### config.mk
export PLATFORM = sky130hd
export DESIGN_NAME = scpad_row_packer_flat
export DESIGN_NICKNAME = d
export VERILOG_FILES = /design/src/rtl/scpad_row_packer_if.sv /design/src/rtl/scpad_row_packer.sv /design/src/flat_wrapper.sv
export SDC_FILE = /design/constraint.sdc
export NUM_CORES = 2
export LEC_CHECK = 0
export BUFFER_PORTS_ARGS = -buffer_cell sky130_fd_sc_hd__buf_2
export CAP_MARGIN = 20
export CELL_PAD_IN_SITES_DETAIL_PLACEMENT = 0
export CELL_PAD_IN_SITES_GLOBAL_PLACEMENT = 2
export CORE_MARGIN = 3
export CORE_UTILIZATION = 33
export DETAILED_ROUTE_END_ITERATION = 12
export PLACE_DENSITY = 0.89
export SYNTH_ARGS = -nofsm -noshare
export SYNTH_HDL_FRONTEND = slang
export SYNTH_SLANG_ARGS = --single-unit
### constraint.sdc
create_clock -name clk -period 24.8 [get_ports clk]
set_input_delay 3.72 -clock clk [delete_from_list [all_inputs] [get_ports clk]]
set_output_delay 3.72 -clock clk [all_outputs]
set_load 0.01 [all_outputs]
### src/rtl/scpad_row_packer_if.sv
// Handshake bundle between the DRAM beat source, the row packer and the SRAM row-write port.
// The DUT uses the slave modport; the beat/command source and the SRAM side use master.
interface scpad_row_packer_if #(
  parameter int BEAT_BITS     = 64,
  parameter int NUM_COLS      = 32,
  parameter int ELEM_BITS     = 16,
  parameter int ROW_IDX_WIDTH = 14,
  parameter int MAX_TILE_SIZE = 32
);
  localparam int CNT_W = $clog2(MAX_TILE_SIZE) + 1;

  logic                          cmd_valid;
  logic                          cmd_ready;
  logic [ROW_IDX_WIDTH-1:0]      cmd_base_row;
  logic [CNT_W-1:0]              cmd_num_rows;
  logic [CNT_W-1:0]              cmd_num_cols;
  logic                          beat_valid;
  logic                          beat_ready;
  logic [BEAT_BITS-1:0]          beat_data;
  logic                          wr_valid;
  logic                          wr_ready;
  logic [ROW_IDX_WIDTH-1:0]      wr_row;
  logic [NUM_COLS*ELEM_BITS-1:0] wr_data;
  logic [NUM_COLS-1:0]           wr_mask;

  modport master (
    output cmd_valid, cmd_base_row, cmd_num_rows, cmd_num_cols,
    output beat_valid, beat_data, wr_ready,
    input  cmd_ready, beat_ready, wr_valid, wr_row, wr_data, wr_mask
  );

  modport slave (
    input  cmd_valid, cmd_base_row, cmd_num_rows, cmd_num_cols,
    input  beat_valid, beat_data, wr_ready,
    output cmd_ready, beat_ready, wr_valid, wr_row, wr_data, wr_mask
  );
endinterface

### src/rtl/scpad_row_packer.sv
// Packs DRAM beats into masked scratchpad row writes, one write per tile row at consecutive slots.
// SCPAD_PACKER_DBUF_EN: ping-pong row buffers so the next row fills while a row waits on wr_ready.
module scpad_row_packer #(
  parameter int BEAT_BITS     = 64,
  parameter int NUM_COLS      = 32,
  parameter int ELEM_BITS     = 16,
  parameter int ROW_IDX_WIDTH = 14,
  parameter int MAX_TILE_SIZE = 32
) (
  input  logic              clk,
  input  logic              rst,
  scpad_row_packer_if.slave io,
  output logic              busy,
  output logic              done,
  output logic              err
);
  localparam int EPB      = BEAT_BITS / ELEM_BITS;
  localparam int ROW_BITS = NUM_COLS * ELEM_BITS;
  localparam int CNT_W    = $clog2(MAX_TILE_SIZE) + 1;
  localparam int PTR_W    = $clog2(NUM_COLS) + 1;
`ifdef SCPAD_PACKER_DBUF_EN
  localparam int   NBUF = 2;
  localparam logic ALT  = 1'b1;
`else
  localparam int   NBUF = 1;
  localparam logic ALT  = 1'b0;
`endif

  typedef enum logic [1:0] {IDLE, FILL, EMIT} state_t;

  state_t                             state_q, state_d;
  logic [ROW_IDX_WIDTH-1:0]           base_q, base_d;
  logic [CNT_W-1:0]                   rows_q, rows_d;
  logic [CNT_W-1:0]                   cols_q, cols_d;
  logic [CNT_W-1:0]                   row_cnt_q, row_cnt_d;
  logic [CNT_W-1:0]                   fill_cnt_q, fill_cnt_d;
  logic [PTR_W-1:0]                   col_ptr_q, col_ptr_d;
  logic [NBUF-1:0][ROW_BITS-1:0]      buf_q, buf_d;
  logic [NBUF-1:0]                    full_q, full_d;
  logic                               fsel_q, fsel_d;
  logic                               esel_q, esel_d;
  logic                               done_q, done_d;
  logic                               err_q, err_d;

  logic cmd_hs, beat_hs, wr_hs, cmd_bad;

  assign cmd_hs  = io.cmd_valid && io.cmd_ready;
  assign beat_hs = io.beat_valid && io.beat_ready;
  assign wr_hs   = io.wr_valid && io.wr_ready;
  assign cmd_bad = (io.cmd_num_rows == '0) || (io.cmd_num_rows > CNT_W'(MAX_TILE_SIZE)) ||
                   (io.cmd_num_cols == '0) || (io.cmd_num_cols > CNT_W'(MAX_TILE_SIZE));

  always_comb begin
    state_d    = state_q;
    base_d     = base_q;
    rows_d     = rows_q;
    cols_d     = cols_q;
    row_cnt_d  = row_cnt_q;
    fill_cnt_d = fill_cnt_q;
    col_ptr_d  = col_ptr_q;
    buf_d      = buf_q;
    full_d     = full_q;
    fsel_d     = fsel_q;
    esel_d     = esel_q;
    done_d     = 1'b0;
    err_d      = 1'b0;

    if (cmd_hs) begin
      if (cmd_bad) begin
        err_d = 1'b1;
      end else begin
        base_d     = io.cmd_base_row;
        rows_d     = io.cmd_num_rows;
        cols_d     = io.cmd_num_cols;
        row_cnt_d  = '0;
        fill_cnt_d = '0;
        col_ptr_d  = '0;
        fsel_d     = 1'b0;
        esel_d     = 1'b0;
        state_d    = FILL;
      end
    end

    // Emit and fill never target the same buffer: a full buffer blocks beats.
    if (wr_hs) begin
      buf_d[esel_q]  = '0;
      full_d[esel_q] = 1'b0;
      esel_d         = esel_q ^ ALT;
      row_cnt_d      = row_cnt_q + CNT_W'(1);
      if (row_cnt_q == rows_q - CNT_W'(1)) done_d = 1'b1;
    end

    if (beat_hs) begin
      // col_ptr is a multiple of EPB, so lane l always takes element l%EPB of the beat.
      for (int l = 0; l < NUM_COLS; l++) begin
        if ((l / EPB) == (int'(col_ptr_q) / EPB) && l < int'(cols_q))
          buf_d[fsel_q][l*ELEM_BITS +: ELEM_BITS] = io.beat_data[(l % EPB)*ELEM_BITS +: ELEM_BITS];
      end
      if (int'(col_ptr_q) + EPB >= int'(cols_q)) begin
        full_d[fsel_q] = 1'b1;
        fsel_d         = fsel_q ^ ALT;
        fill_cnt_d     = fill_cnt_q + CNT_W'(1);
        col_ptr_d      = '0;
      end else begin
        col_ptr_d = col_ptr_q + PTR_W'(EPB);
      end
    end

    if (state_q != IDLE) state_d = done_d ? IDLE : ((|full_d) ? EMIT : FILL);
  end

  always_ff @(posedge clk or posedge rst) begin
    if (rst) begin
      state_q    <= IDLE;
      base_q     <= '0;
      rows_q     <= '0;
      cols_q     <= '0;
      row_cnt_q  <= '0;
      fill_cnt_q <= '0;
      col_ptr_q  <= '0;
      buf_q      <= '0;
      full_q     <= '0;
      fsel_q     <= 1'b0;
      esel_q     <= 1'b0;
      done_q     <= 1'b0;
      err_q      <= 1'b0;
    end else begin
      state_q    <= state_d;
      base_q     <= base_d;
      rows_q     <= rows_d;
      cols_q     <= cols_d;
      row_cnt_q  <= row_cnt_d;
      fill_cnt_q <= fill_cnt_d;
      col_ptr_q  <= col_ptr_d;
      buf_q      <= buf_d;
      full_q     <= full_d;
      fsel_q     <= fsel_d;
      esel_q     <= esel_d;
      done_q     <= done_d;
      err_q      <= err_d;
    end
  end

  logic [NUM_COLS-1:0] mask;
  always_comb begin
    mask = '0;
    for (int l = 0; l < NUM_COLS; l++) mask[l] = io.wr_valid && (l < int'(cols_q));
  end

  assign io.cmd_ready  = (state_q == IDLE);
  assign busy          = (state_q != IDLE);
  assign io.beat_ready = (state_q != IDLE) && !full_q[fsel_q] && (fill_cnt_q < rows_q);
  assign io.wr_valid   = (state_q != IDLE) && full_q[esel_q];
  assign io.wr_row     = io.wr_valid ? base_q + ROW_IDX_WIDTH'(row_cnt_q) : '0;
  assign io.wr_data    = io.wr_valid ? buf_q[esel_q] : '0;
  assign io.wr_mask    = mask;
  assign done          = done_q;
  assign err           = err_q;
endmodule

### src/flat_wrapper.sv
// flat-port wrapper written by rule: the top's interface ports become plain ports
module scpad_row_packer_flat 
#(
  parameter int BEAT_BITS     = 64,
  parameter int NUM_COLS      = 32,
  parameter int ELEM_BITS     = 16,
  parameter int ROW_IDX_WIDTH = 14,
  parameter int MAX_TILE_SIZE = 32
)
  (clk, rst, busy, done, err, io_cmd_valid, io_cmd_base_row, io_cmd_num_rows, io_cmd_num_cols, io_beat_valid, io_beat_data, io_wr_ready, io_cmd_ready, io_beat_ready, io_wr_valid, io_wr_row, io_wr_data, io_wr_mask);
  scpad_row_packer_if #(.BEAT_BITS(BEAT_BITS), .NUM_COLS(NUM_COLS), .ELEM_BITS(ELEM_BITS), .ROW_IDX_WIDTH(ROW_IDX_WIDTH), .MAX_TILE_SIZE(MAX_TILE_SIZE)) io_i ();
  input  logic clk;
  input  logic rst;
  output logic busy;
  output logic done;
  output logic err;
  input wire logic [$bits(io_i.cmd_valid)-1:0] io_cmd_valid;
  input wire logic [$bits(io_i.cmd_base_row)-1:0] io_cmd_base_row;
  input wire logic [$bits(io_i.cmd_num_rows)-1:0] io_cmd_num_rows;
  input wire logic [$bits(io_i.cmd_num_cols)-1:0] io_cmd_num_cols;
  input wire logic [$bits(io_i.beat_valid)-1:0] io_beat_valid;
  input wire logic [$bits(io_i.beat_data)-1:0] io_beat_data;
  input wire logic [$bits(io_i.wr_ready)-1:0] io_wr_ready;
  output wire logic [$bits(io_i.cmd_ready)-1:0] io_cmd_ready;
  output wire logic [$bits(io_i.beat_ready)-1:0] io_beat_ready;
  output wire logic [$bits(io_i.wr_valid)-1:0] io_wr_valid;
  output wire logic [$bits(io_i.wr_row)-1:0] io_wr_row;
  output wire logic [$bits(io_i.wr_data)-1:0] io_wr_data;
  output wire logic [$bits(io_i.wr_mask)-1:0] io_wr_mask;
  assign io_i.cmd_valid = io_cmd_valid;
  assign io_i.cmd_base_row = io_cmd_base_row;
  assign io_i.cmd_num_rows = io_cmd_num_rows;
  assign io_i.cmd_num_cols = io_cmd_num_cols;
  assign io_i.beat_valid = io_beat_valid;
  assign io_i.beat_data = io_beat_data;
  assign io_i.wr_ready = io_wr_ready;
  assign io_cmd_ready = io_i.cmd_ready;
  assign io_beat_ready = io_i.beat_ready;
  assign io_wr_valid = io_i.wr_valid;
  assign io_wr_row = io_i.wr_row;
  assign io_wr_data = io_i.wr_data;
  assign io_wr_mask = io_i.wr_mask;
  scpad_row_packer #(.BEAT_BITS(BEAT_BITS), .NUM_COLS(NUM_COLS), .ELEM_BITS(ELEM_BITS), .ROW_IDX_WIDTH(ROW_IDX_WIDTH), .MAX_TILE_SIZE(MAX_TILE_SIZE)) u_core (.clk(clk), .rst(rst), .io(io_i), .busy(busy), .done(done), .err(err));
endmodule
-- After elaboration in Yosys (flattened, before gate mapping)
Index checks and enable logic that the tools add are counted.
- input bits: 95
- register bits: 562
- word-level logic and storage cells: 315
- bitwise gates (word level): 2
- order comparisons: 38
- muxes and demuxes: 158
- $add $sub $neg: 6
- reduce and logical (&&, ||, !) cells: 87
- equal/unequal tests: 12
- operator list (operator ; count):
    $mux 512 ; 67
    $bwmux 512 ; 32
    $mux 496 ; 1
    $mux 480 ; 1
    $mux 464 ; 1
    $mux 448 ; 1
    $mux 432 ; 1
    $mux 416 ; 1
    $mux 400 ; 1
    $mux 384 ; 1
    $mux 368 ; 1
    $mux 352 ; 1
    $mux 336 ; 1
    $mux 320 ; 1
    $mux 304 ; 1
    $mux 288 ; 1
    $mux 272 ; 1
    $mux 256 ; 1
    $mux 240 ; 1
    $mux 224 ; 1
    $mux 208 ; 1
    $mux 192 ; 1
    $mux 176 ; 1
    $mux 160 ; 1
    44 further kinds ; 182

-- Longest topological paths before layout
- depth after elaboration: 100
- gate-level depth with buffers: 11
- depth with buffers taken out: 8

-- Worst setup path before layout
No wires, ideal clock.
- path type: register to output
- start: register u_core.row_cnt_q[0]
- end: output port io_wr_row[6]
- slack: 19.088 ns
- path buffers: 0
- cell stages (with the launch flop): 8
- data arrival time: 1.992 ns
- cells stage by stage: dfrtp_1 > ha_1 > fa_1 > a21o_1 > a21oi_1 > o21bai_1 > a21oi_1 > mux2i_1
- word-level cells in the longest chain between the ends: 2
- RTL lines (item ; RTL line ; text):
    start, declared ; scpad_row_packer.sv:35 ; logic [CNT_W-1:0] row_cnt_q, row_cnt_d;
    start signal, assigned ; scpad_row_packer.sv:132 ; row_cnt_q <= row_cnt_d;
    $add 14x6->14 ; scpad_row_packer.sv:154 ; assign io.wr_row = io.wr_valid ? base_q + ROW_IDX_WIDTH'(row_cnt_q) : '0;
    $mux 14 ; scpad_row_packer.sv:154 ;
    end, declared ; flat_wrapper.sv:27 ; output wire logic [$bits(io_i.wr_row)-1:0] io_wr_row;
No other way between the ends.

-- Final worst setup path
- start: register u_core.state_q[1]
- end: output port io_wr_data[141]
- word-level cells in the longest chain between the ends: 3
- RTL lines (item ; RTL line ; text):
    start, declared ; scpad_row_packer.sv:31 ; state_t state_q, state_d;
    start signal, assigned ; scpad_row_packer.sv:128 ; state_q <= state_d;
    $reduce_bool 2->1 ; scpad_row_packer.sv:153 ; assign io.wr_valid = (state_q != IDLE) && full_q[esel_q];
    $logic_and 1x1->1 ; scpad_row_packer.sv:153 ;
    $mux 512 ; scpad_row_packer.sv:155 ; assign io.wr_data = io.wr_valid ? buf_q[esel_q] : '0;
    end, declared ; flat_wrapper.sv:28 ; output wire logic [$bits(io_i.wr_data)-1:0] io_wr_data;
No other way between the ends.

==> results.toml <==
[worst_setup_path]
ff2ff_setup_slack_ns = 18.97
timing.rr.end = "u_core.buf_q[327]$_DFF_PP0_"
cp.depth = 7
crit_required_ns = 21.08
cp_max_fo = 273
end_kind = "output port"
cp_slowest_cell = "inv_8"
crit_end = "io_wr_data[141]"
critPathTopFamily = "buffers and inverters"
crit_type = "flip-flop to output port"
arrival_ns = 3.60
timing.rr.start = "u_core.state_q[1]$_DFFE_PP0P_"
crit_chain = "or2_2, nand2_1, buf_4, inv_8, buf_12, and2_1, buf_2"
setup.worst_path.start = "u_core.state_q[1]$_DFFE_PP0P_"
startpoint_type = "flip-flop"
crit_buf_inv = 4
r2r_cells = 11
cp_slowest_stage_delay_ns = 0.56

[drt]
dr.pass1.iters = 5
drt_iter0_drc = 1388
antenna_left = 0
drc_errors = 0
vias = 22000
drt-wirelength-per-cell_um = 20.9
vias_per_cell = 4.83
wl_um = 95500

[run_status]
status = "complete, no violations"

[sta]
tns_ns = 0
setup_violations = 0
final-max-slew-violation-count = 0
period_needed_ns = 7.32
fmax_ghz = 0.137
rsz0062_at_grt = "false"
whs_ns = 0.511
finalCritPeriodShare = 0.295
worst_pin_slew_ns = 1.30
skew_ns = 0.0211
hold_viol = 0
slew_headroom = 0.131

[global_route]
grt.total_usage = 0.211
overflow = 0
grt_pass1_vias = 22200
antenna_found_initial = 4
grt_max_degree = 274
grt_pass1_wl_um = 141000

[clocking]
cts_buffer_depth = 3
path_clk_slew_ns = 0.06
cts_setup_buffers = 0
cts_root_buf = "clkbuf_16"
hold_buffers = 0
cts_sinks = 560
cts_max_level = 2
cts_resized = 0
cts_tree = "built"
worstSkewPairLatency_ns = 0.63
cts_made_buffers = 61

[yosys]
synth_seq_cells = 560
async_flop_share = 1.00
ys.warnings.count = 0
synth-edff-count = 0
ys_dominant_reg_cell = "dfrtp_1"
synth.yosys.seq_area_share = 0.506
avgSynthCellArea_um2 = 9.62
ys_types = 60
synthCells = 2882
syn_nets = 3000
syn_area_um2 = 27700

[power]
leakage_nw = 17.7
totalPowerFinal_mw = 3.13
cellPowerDensity_nw_per_um2 = 92.1
peakVddDrop_mv = 0.0781

[hold_path]
hold_path.class = "flip-flop to flip-flop"

[layout]
synthToLayoutAreaGrowth_pct = 22.7
final_net_count = 3564
fin_util = 0.412
drive_gt1_frac = 0.251

[floorplan]
core_um2 = 82600
die_area_um2 = 87500
io_pins = 659
rows = 105
die_y_um = 296
die_x_um = 296
start_util = 0.335

[job]
drv_cap = 0

[place]
dp_hpwl_um = 67900
gp_congestion = 0.820
numPortBuffers = 658
==> how the worst min path moves through the flow <==
stage	start	endpoint	slack (ns)	cells past startpoint
2_1_floorplan	u_core.fill_cnt_q[5]$_DFF_PP0_	u_core.fill_cnt_q[5]$_DFF_PP0_	0.45	1
3_3_place_gp	u_core.fill_cnt_q[5]$_DFF_PP0_	u_core.fill_cnt_q[5]$_DFF_PP0_	0.49	1
3_5_place_dp	u_core.buf_q[441]$_DFF_PP0_	u_core.buf_q[441]$_DFF_PP0_	0.50	2
4_1_cts	u_core.buf_q[441]$_DFF_PP0_	u_core.buf_q[441]$_DFF_PP0_	0.51	2
5_1_grt	u_core.buf_q[175]$_DFF_PP0_	u_core.buf_q[175]$_DFF_PP0_	0.53	2
6_report	u_core.fill_cnt_q[4]$_DFF_PP0_	u_core.fill_cnt_q[4]$_DFF_PP0_	0.51	1
==> metrics by stage <==
stage               cells  setup WS, ns  instance area, um^2
floorplan            2882          5.42                27700
global placement     4453         17.44                32000
detailed placement   4453         17.40                32000
CTS                  4563         17.33                34000
global route         4566         17.03                34000
finish               4566         17.48                34000
==> state kept, by name, indices dropped and copies added, names as in the netlist <==
signal,count
u_core.fsel_q,1
u_core.full_q,1
u_core.buf_q,512
u_core.row_cnt_q,6
u_core.cols_q,6
u_core.fill_cnt_q,6
u_core.state_q,2
u_core.col_ptr_q,4
u_core.rows_q,6
u_core.err,1
u_core.done,1
u_core.base_q,14
==> layer usage <==
layer,GRT usage,vias up,wire [um]
li1,-,10400,-
met2,0.347,597,45400
met4,0.0598,2,2650
met3,0.0410,131,5760
met5,0,-,7
met1,0.282,10900,41700
==> report_power, final <==
| group | switching, mW | total (mW) | internal (mW) |
|---|---|---|---|
| logic | 0.607 | 0.916 | 0.309 |
| clock network | 0.390 | 0.928 | 0.538 |
| registers | 0.149 | 1.29 | 1.14 |
==> area by class of cell <==
cell class | count | area [um^2]
multi-input cells | 2029 | 12600
clock inverters | 22 | 241
well taps | 1070 | 1340
diodes | 3 | 7.51
clock buffers | 88 | 1780
inverters | 87 | 342
flip-flops and latches | 560 | 14000
repair buffers | 707 | 3690
fillers | 8304 | 48600
==> layout by cell type (no fill, tap or decap), drive strengths merged, types with 12 or more instances in the layout <==
master and n:
a21oi 27, nor3 12, o21ai 172, dfrtp 560
mux2 26, nor2 53, nand2b 12, buf 707
inv 91, and2 519, nand3 26, clkinv 12
clkbuf 88, mux2i 358, nand2 681, ha 22
==> cell usage after synthesis, drive strengths merged, types with 3 or more instances <==
cell type / count / area, um^2
buf: 45 / 275
a31oi: 6 / 37.5
nand3: 26 / 135
nor4: 5 / 91.3
mux2i: 358 / 3580
or4: 9 / 67.6
or2: 8 / 50.1
nor2: 53 / 199
a2111oi: 9 / 85.1
a211oi: 4 / 52.6
o31ai: 9 / 67.6
and2: 519 / 3250
clkbuf: 161 / 606
nor2b: 3 / 18.8
dfrtp: 560 / 14000
nand4: 6 / 37.5
inv: 87 / 327
a21o: 4 / 30.0
a21oi: 27 / 135
a32o: 3 / 30.0
nor3b: 3 / 22.5
mux2: 26 / 293
nand2b: 12 / 75.1
or3: 9 / 56.3
nand2: 681 / 2560
nor3: 12 / 116
ha: 22 / 275
o21ai: 172 / 861
o22ai: 3 / 18.8
xor2: 7 / 61.3
nor4b: 3 / 26.3
o21a: 3 / 22.5
xnor2: 8 / 70.1
==> worst reg2reg max path, cell delays in order (launching register included) <==
cell and delay [ns]:
dfrtp_1 0.35, or2_2 0.34, nand2_1 0.09, buf_4 0.31
inv_8 0.26, buf_12 0.51, nand2_4 0.99, buf_4 0.86
buf_4 0.92, buf_4 0.76, nand2_1 0.17, mux2i_1 0.19
==> logic make-up after synthesis <==
| family | after synthesis | synth area share |
|---|---|---|
| buf+inv | 293 | 0.0436 |
| mux | 384 | 0.140 |
| simple gates | 1354 | 0.243 |
| compound gates | 253 | 0.0525 |
| xor+xnor | 15 | 0.00474 |
| flops | 560 | 0.506 |
| fa+ha+maj | 23 | 0.0107 |
(Power assumes the default switching activity.)
